File: src/rtl/bcd_down_timer.sv
// Loadable multi-digit BCD countdown timer with run/pause control and a prescaler.
// OUT counts down with borrow across digits and stops at zero with a one-cycle DONE pulse.
module bcd_down_timer #(
   parameter int DIGITS   = 2,
   parameter int PRESCALE = 1,
   localparam int W       = 4 * DIGITS
) (
   input  logic         Clk,
   input  logic         RST,
   input  logic         LOAD,
   input  logic [W-1:0] LOAD_VAL,
   input  logic         START,
   input  logic         PAUSE,
   output logic [W-1:0] OUT,
   output logic         BUSY,
   output logic         DONE,
   output logic         ERR
);

   localparam int PW = (PRESCALE > 1) ? $clog2(PRESCALE) : 1;

   typedef enum logic [1:0] {
      IDLE   = 2'd0,
      RUN    = 2'd1,
      PAUSED = 2'd2
   } state_t;

   state_t        state_q, state_d;
   logic [W-1:0]  cnt_q, cnt_d;
   logic [PW-1:0] pre_q, pre_d;
   logic          busy_q, done_q, done_d, err_q, err_d;
   logic          tick;
   logic [W-1:0]  cnt_dec;

   function automatic logic all_bcd(input logic [W-1:0] v);
      logic ok;
      ok = 1'b1;
      for (int i = 0; i < DIGITS; i++) begin
         if (v[4*i +: 4] > 4'd9) ok = 1'b0;
      end
      return ok;
   endfunction

   // Ripple borrow: a zero digit with borrow-in becomes 9 and passes the borrow on.
   function automatic logic [W-1:0] bcd_dec(input logic [W-1:0] v);
      logic [W-1:0] r;
      logic         borrow;
      r      = v;
      borrow = 1'b1;
      for (int i = 0; i < DIGITS; i++) begin
         if (borrow) begin
            if (v[4*i +: 4] == 4'd0) begin
               r[4*i +: 4] = 4'd9;
            end else begin
               r[4*i +: 4] = v[4*i +: 4] - 4'd1;
               borrow      = 1'b0;
            end
         end
      end
      return r;
   endfunction

   assign tick    = (pre_q == PW'(PRESCALE - 1));
   assign cnt_dec = bcd_dec(cnt_q);

   // NOTE: every output of this block is defaulted first so no path infers a latch.
   always_comb begin
      state_d = state_q;
      cnt_d   = cnt_q;
      pre_d   = pre_q;
      done_d  = 1'b0;
      err_d   = 1'b0;
      if (LOAD) begin
         if (all_bcd(LOAD_VAL)) begin
            cnt_d   = LOAD_VAL;
            state_d = IDLE;
            pre_d   = '0;
         end else begin
            err_d = 1'b1;
         end
      end else begin
         unique case (state_q)
            IDLE: begin
               if (START && !PAUSE && cnt_q != '0) begin
                  state_d = RUN;
                  pre_d   = '0;
               end
            end
            RUN: begin
               if (PAUSE) begin
                  state_d = PAUSED;
               end else if (cnt_q == '0) begin
                  state_d = IDLE;
               end else if (tick) begin
                  pre_d = '0;
                  cnt_d = cnt_dec;
                  if (cnt_dec == '0) begin
                     state_d = IDLE;
                     done_d  = 1'b1;
                  end
               end else begin
                  pre_d = pre_q + PW'(1);
               end
            end
            PAUSED: begin
               if (START && !PAUSE) state_d = RUN;
            end
            default: state_d = IDLE;
         endcase
      end
   end

   // NOTE: state registers use non-blocking assignments so all flops update together.
   always_ff @(posedge Clk) begin
      if (RST) begin
         state_q <= IDLE;
         cnt_q   <= '0;
         pre_q   <= '0;
         busy_q  <= 1'b0;
         done_q  <= 1'b0;
         err_q   <= 1'b0;
      end else begin
         state_q <= state_d;
         cnt_q   <= cnt_d;
         pre_q   <= pre_d;
         busy_q  <= (state_d != IDLE);
         done_q  <= done_d;
         err_q   <= err_d;
      end
   end

   assign OUT  = cnt_q;
   assign BUSY = busy_q;
   assign DONE = done_q;
   assign ERR  = err_q;

endmodule

File: config.mk
export PLATFORM = sky130hd
export DESIGN_NAME = bcd_down_timer
export DESIGN_NICKNAME = d
export VERILOG_FILES = /design/src/rtl/bcd_down_timer.sv
export SDC_FILE = /design/constraint.sdc
export NUM_CORES = 1
export LEC_CHECK = 0
export ABC_AREA = 1
export BUFFER_PORTS_ARGS = -buffer_cell sky130_fd_sc_hd__buf_2
export CAP_MARGIN = 5
export CORE_MARGIN = 5
export CORE_UTILIZATION = 55
export CTS_BUF_LIST = sky130_fd_sc_hd__clkbuf_4 sky130_fd_sc_hd__clkbuf_8
export DETAILED_ROUTE_END_ITERATION = 7
export PLACE_DENSITY = 0.86
export RECOVER_POWER = 25
export SLEW_MARGIN = 20
export SYNTH_ARGS = -nofsm -noshare
export SYNTH_HDL_FRONTEND = slang
export SYNTH_SLANG_ARGS = --single-unit
File: constraint.sdc
create_clock -name Clk -period 3.45 [get_ports Clk]
set_input_delay 0.1725 -clock Clk [delete_from_list [all_inputs] [get_ports Clk]]
set_output_delay 0.1725 -clock Clk [all_outputs]
set_load 0.005 [all_outputs]
# Word level (Yosys, flattened, before mapping)

Index checks and enable logic that the tools add are counted.

$lt $le $gt $ge: 2
Equality and inequality tests: 9
Add/subtract/negate cells: 3
Bitwise logic cells: 2
Reduce and logical (&&, ||, !) cells: 16
Multiplexer cells: 31

Operators by type and width:

| cell                  | count |
|---|---|
| $mux W8               | 6 |
| $logic_not A8 Y1      | 2 |
| $mux W2               | 8 |
| $mux W1               | 12 |
| $mux W4               | 3 |
| $reduce_and A5 Y1     | 2 |
| $ne A3 B3 Y1 const B  | 3 |
| $gt A4 B4 Y1 const B  | 2 |
| $logic_not A4 Y1      | 2 |
| $reduce_bool A8 Y1    | 1 |
| $sub A4 B1 Y4 const B | 2 |
| $ne A2 B2 Y1 const B  | 3 |
| $pmux W2 S3           | 1 |
| $reduce_or A6 Y1      | 1 |
| $reduce_bool A2 Y1    | 2 |
| $reduce_bool A3 Y1    | 1 |
| $eq A2 B1 Y1 const B  | 1 |
| $eq A2 B2 Y1 const B  | 1 |
| $logic_and A1 B1 Y1   | 2 |
| $logic_not A2 Y1      | 1 |
| $ne A2 B1 Y1 const B  | 1 |
| $not A1 Y1            | 2 |
| $pmux W1 S2           | 1 |
| $reduce_or A2 Y1      | 1 |
| 2 further kinds       | 2 |

Output and inout bits: 11
Flip-flop bits (word level): 14
Bits of input ports: 13
Logic and storage cells: 69

# Depth between registers and ports, before layout

Gate-level depths: netlist (run 1).

Depth after elaboration: 11
Mapped depth: 11
Depth with buffers taken out: 11

# Worst setup path before layout (run 1)

No wires, ideal clock.

Path kind: reg2reg
Start: register cnt_q[0] (netlist: OUT[0])
End: register cnt_q[7] (netlist: OUT[7])
Buffers on the path: 1
Library setup time: 0.117 ns
Setup slack: 2.111 ns
Arrival time: 1.222 ns
Stages on the path, launching flop included: 11
Clock period less this slack: 1.339 ns
Cell sequence: dfxtp_1 -> nor2_4 -> nand2_4 -> clkinv_4 -> nand3_4 -> nand2_2 -> nand2_1 -> nand2_2 -> buf_6 -> nor3b_1 -> nor2_1

Longest elaborated chain between the ends: 8
Elaborated cells on any way between the ends: 11

Ends and longest elaborated chain:

| what                     | RTL line | source |
|---|---|---|
| start: declaration       | 29       | `logic [W-1:0] cnt_q, cnt_d;` |
| start signal: assignment | 124      | `cnt_q <= cnt_d;` |
| $logic_not A4 Y1         | 52       | `if (v[4*i +: 4] == 4'd0) begin` |
| $mux W1                  | 52       |  |
| $mux W4                  | 51       | `if (borrow) begin` |
| $mux W8                  | 94       | `end else if (tick) begin` |
| $mux W8                  | 92       | `end else if (cnt_q == '0) begin` |
| $mux W8                  | 90       | `if (PAUSE) begin` |
| $mux W8                  | 82       | `unique case (state_q)` |
| $mux W8                  | 73       | `if (LOAD) begin` |

Parallel ways exist; a longest one is shown, timed or not. The select of a mux whose other input is x is not followed.
A chain may end at the register's enable or synchronous reset.

# Worst setup path after layout (run 1)

Same ends and word-level chain as after synthesis.

==> results of run 1 <==
==> placed cells by master (no fill, tap or decap), types with 4 or more instances in the layout <==
| cell | netlist | layout |
|---|---|---|
| o21ai_1 | 5 | 5 |
| nand2_1 | 38 | 38 |
| o21ai_0 | 12 | 12 |
| clkbuf_4 | 0 | 4 |
| nand3_1 | 6 | 6 |
| a21oi_1 | 7 | 7 |
| inv_1 | 15 | 15 |
| buf_2 | 1 | 21 |
| nor2_1 | 12 | 12 |
| dfxtp_1 | 13 | 13 |
==> state kept, by name, indices dropped and copies added (netlist names) <==
register and count:
state_q 2, BUSY 1, ERR 1, OUT 8, DONE 1
==> layer usage <==
layer,vias up,wire length [um],global-route usage
li1,464,-,-
met1,382,872,0.245
met4,0,63,0.0987
met2,20,945,0.291
met5,-,0,0
met3,7,117,0.0337
==> where the power goes <==
group	internal (mW)	switching (mW)	total, mW
clock	0.0529	0.0551	0.108
combinational	0.0431	0.0680	0.111
sequential	0.161	0.0131	0.174
total	0.257	0.136	0.393
==> critical path: stages, from the launching register on <==
cell	delay (ns)
dfxtp_1	0.38
nor2_4	0.20
nand2_4	0.09
clkinv_4	0.07
nand3_4	0.06
nand2_2	0.08
nand2_1	0.06
nand2_2	0.21
inv_1	0.14
o21ai_0	0.17
nor2_1	0.06
==> logic make-up after synthesis <==
| kind of cell | count (synthesis) | share of synthesized area |
|---|---|---|
| flops | 13 | 0.316 |
| compound gates | 26 | 0.164 |
| simple gates | 70 | 0.412 |
| buf+inv | 20 | 0.108 |
==> final cells by class <==
type                    instances  area (sq um)
repair buffers                 23           113
well taps                      16          20.0
flip-flops and latches         13           260
multi-input cells              96           474
fillers                       137           488
clock buffers                   4          30.0
inverters                      17          68.8
==> final timing paths <==
| kind | from | end | cells after the start |
|---|---|---|---|
| max | OUT[0] | OUT[7] | 10 |
| min | RST | OUT[4] | 2 |
| max reg2reg | OUT[0] | OUT[7] | 10 |
| min reg2reg | state_q[0] | state_q[0] | 2 |
==> through the flow <==
step / utilization / hold WS [ns] / instances / cell area [sq um]
3_5_place_dp: 0.645 / 0.415 / 165 / 938
5_1_grt: 0.664 / 0.130 / 169 / 966
3_3_place_gp: 0.645 / 0.413 / 165 / 938
4_1_cts: 0.666 / 0.112 / 169 / 968
2_1_floorplan: - / 0.242 / 129 / 823
6_report: 0.664 / 0.108 / 169 / 966
==> results.json, run 1 <==
{
  "numCtsBuffers": 3,
  "period_minus_slack_ns": 1.62,
  "clk_latency_ns": 0.29,
  "status": "complete, no violations",
  "ctsHoldBuffers": 0,
  "vias_per_cell": 5.17,
  "yosysTopAreaCellShare": 0.316,
  "path_class": "reg -> reg",
  "peakVddDrop_uv": 199,
  "p_leak_nw": 0.502,
  "ys_warn_count": 0,
  "drt-wirelength-per-cell_um": 11.8,
  "synth_area_leaders": "dfxtp_1 32%, nand2_1 17%, o21ai_0 7.3%, inv_1 6.8%, nor2_1 5.5%",
  "rsz0062_at_grt": "no",
  "place_congestion": 0.880,
  "syn_nets": 142,
  "dpl.hpwl_mm": 1.52,
  "maxSlewHeadroom": 0.816,
  "syn_area_per_cell_sq_um": 6.38,
  "fin_tns_setup_ns": 0,
  "die_h_um": 48.7,
  "syn_area_sq_um": 823,
  "slew_violations": 0,
  "fin_crit_sh": 0.471,
  "crit_fanout": 12,
  "ant_nets": 0,
  "p_per_area_mw_per_mm2": 407,
  "cts_resized": 0,
  "power_mw": 0.393,
  "synth-edff-count": 0,
  "coreArea_sq_mm": 0.00145,
  "start_kind": "register",
  "grt_use_total": 0.188,
  "timing.fmax_ghz": 0.615,
  "io_buffers": 23,
  "fp.dieW_um": 48.7,
  "antenna_cells": 0,
  "end_kind": "register",
  "cts.sinks": 13,
  "post_cts_buffers": 0,
  "h-tree-depth": 1,
  "ys_top_cells_by_count": "38 x nand2_1, 15 x inv_1, 13 x dfxtp_1, 12 x nor2_1, 12 x o21ai_0",
  "cts_tree": "built",
  "drt_iter0_markers": 19,
  "synthArstFlopShare": 0,
  "clk_pin_slew_worst_paths_ns": 0.09,
  "grt-ovfl-total": 0,
  "grt_max_degree": 18,
  "io_pins": 24,
  "netlist_instances": 129,
  "synth_top_cell_by_area": "dfxtp_1",
  "grt_pass1_vias": 792,
  "yosysSeqAreaShare": 0.316,
  "placementRows": 14,
  "wl_mm": 2.00,
  "grt_first_pass_wirelength_mm": 3.57,
  "yosysMostFrequentCell": "nand2_1",
  "required_ns": 3.64,
  "hold_class": "in -> reg",
  "die_area_sq_mm": 0.00237,
  "drtPass1Iterations": 4,
  "synth_seq_cells": 13,
  "finalSetupViolCount": 0,
  "layout-drive-gt1-share": 0.235,
  "drc_errors": 0,
  "cts_root_buf": "clkbuf_4",
  "cp.arrival_ns": 1.81,
  "r2r_slack_ns": 1.83,
  "clockBufferDepth": 2,
  "start_util": 0.566,
  "area_delta_synth_final_pct": 17.3,
  "synth_cell_types": 26,
  "synth_flop_cell": "dfxtp_1",
  "skew_ns": 0.00603,
  "hold_viol_final": 0,
  "dp_worst_setup_slack_ns": 1.86,
  "tightestPinTransition_ns": 0.273,
  "antenna_found_initial": 0,
  "maxCapViolCount": 0,
  "timing.final.ws_setup_ns": 1.83,
  "dr_total_vias": 873,
  "final_nets": 167
}
(Power assumes the default switching activity.)
==> run 2, diff against run 1 <==
- CORE_UTILIZATION: 55 -> 52
- PLACE_DENSITY: 0.86 -> 0.82
- clock period: 3.45 -> 1.7 ns (I/O delays scaled with it)
==> results.json, run 2 (same netlist as run 1, synthesis figures left out) <==
{
  "switching_share": 0.353,
  "cp.arrival_ns": 1.73,
  "seqPwrFrac": 0.425,
  "drt_iter0_markers": 47,
  "die_h_um": 49.8,
  "status": "complete, no violations",
  "finalNonFillerCells": 174,
  "crit_start": "OUT[1]",
  "power_mw": 0.825,
  "required_ns": 1.88,
  "grt_pass1_vias": 860,
  "hold_class": "in -> reg",
  "ant_nets": 0,
  "grt-ovfl-total": 0,
  "clockBufferDepth": 2,
  "min_path_cells": 2,
  "p_leak_nw": 0.527,
  "period_minus_slack_ns": 1.55,
  "numCtsBuffers": 3,
  "die_area_sq_mm": 0.00248,
  "ctsHoldBuffers": 0,
  "switchingPower_mw": 0.291,
  "crit_buf_inv": 1,
  "clk_latency_ns": 0.29,
  "antenna_found_initial": 0,
  "timing.fmax_ghz": 0.644,
  "slew_violations": 0,
  "hold_start": "RST",
  "dpl_cell_area_sq_um": 953,
  "hold_ws_ns": 0.0267,
  "placementRows": 14,
  "antenna_cells": 0,
  "drtPass1Iterations": 4,
  "peakVddDrop_uv": 563,
  "fill_cells": 119,
  "io_buffers": 23,
  "crit_fanout": 5,
  "final_cell_mix": "38 x nand2_1, 20 x buf_2, 15 x inv_1",
  "drt-wirelength-per-cell_um": 12.8,
  "start_kind": "register",
  "place_congestion": 0.880,
  "fp.dieW_um": 49.8,
  "comb_power_share": 0.307,
  "hold_viol_final": 0,
  "end_kind": "register",
  "clk_pin_slew_worst_paths_ns": 0.08,
  "wl_mm": 2.22,
  "vias_per_cell": 5.37,
  "maxSlewHeadroom": 0.817,
  "p_per_area_mw_per_mm2": 819,
  "path_delay_family": "simple AND/OR/NAND/NOR gates",
  "crit_top_cell": "nand2_1",
  "io_pins": 24,
  "skew_ns": 0.000587,
  "dpl.hpwl_mm": 1.64,
  "h-tree-depth": 1,
  "cp_slowest_cell": "dfxtp_1",
  "cp_slowest_stage_delay_ns": 0.38,
  "pwr-share-clk": 0.268,
  "finalSetupViolCount": 0,
  "regArea_sq_um": 260,
  "grt_max_degree": 18,
  "maxCapViolCount": 0,
  "final_nets": 172,
  "cts_root_buf": "clkbuf_4",
  "cts_tree": "built",
  "layout-drive-gt1-share": 0.253,
  "largest_reg_flops": 8,
  "power.internal_mw": 0.534,
  "coreArea_sq_mm": 0.00151,
  "fin_crit_sh": 0.913,
  "area_delta_synth_final_pct": 22.3,
  "worstSetupPathDepth": 11,
  "dr_total_vias": 934,
  "timing.rr.start": "OUT[1]",
  "design_area_sq_mm": 0.00101,
  "multi_input_area_sq_um": 479,
  "cts.sinks": 13,
  "start_util": 0.547,
  "r2r_cells": 11,
  "drc_errors": 0,
  "path_class": "reg -> reg",
  "tightestPinTransition_ns": 0.275,
  "crit_chain": "nor2_4 -> buf_4 -> nand3_1 -> nand2_1 -> nand2_1 -> nor2_1 -> nand2_1 -> nand2_1 -> nand2_1 -> nand2_1 -> nand3_1",
  "dp_cells": 167,
  "final_common_cell": "nand2_1",
  "grt_first_pass_wirelength_mm": 3.64,
  "grt_use_total": 0.190
}
==> run 2: final timing paths <==
path / end / slack, ns
worst max-delay path: BUSY / 0.15
worst max register to register: BUSY / 0.15
worst min register to register: state_q[0] / 0.50
worst min-delay path: OUT[1] / 0.03
==> run 2: timing repair <==
item	4_1_cts	5_1_grt
resized for setup	0	1
buffers inserted	0	3
endpoints found under the setup margin	0	4
==> run 2: through the flow <==
stage          setup TNS, ns  setup WS [ns]  utilization
2_1_floorplan              0          0.361            -
3_3_place_gp               0          0.174        0.633
3_5_place_dp               0         0.0849        0.633
4_1_cts                    0         0.0835        0.653
5_1_grt             -0.00529       -0.00529        0.669
6_report                   0          0.148        0.669
==> run 2: area by class of cell <==
type	count	area share
multi-input cells	96	0.476
clock buffers	4	0.0298
repair buffers	28	0.148
inverters	17	0.0683
flip-flops and latches	13	0.258
well taps	16	0.0199
==> run 2: power groups by stage <==
| stage | combinational [mW] | clock [mW] | sequential, mW |
|---|---|---|---|
| after floorplan | 0.164 | 0 | 0.358 |
| after global placement | 0.230 | 0 | 0.356 |
| after detailed placement | 0.235 | 0 | 0.357 |
| after CTS | 0.237 | 0.219 | 0.350 |
| after global routing | 0.286 | 0.244 | 0.354 |
| final | 0.253 | 0.221 | 0.351 |
==> run 2: metal layers <==
| layer | share of wire | track usage | routed length, um |
|---|---|---|---|
| met3 | 0.087 | 0.0452 | 194 |
| met2 | 0.48 | 0.294 | 1070 |
| met4 | 0.018 | 0.100 | 40 |
| met1 | 0.41 | 0.239 | 918 |
| met5 | 0 | 0 | 0 |
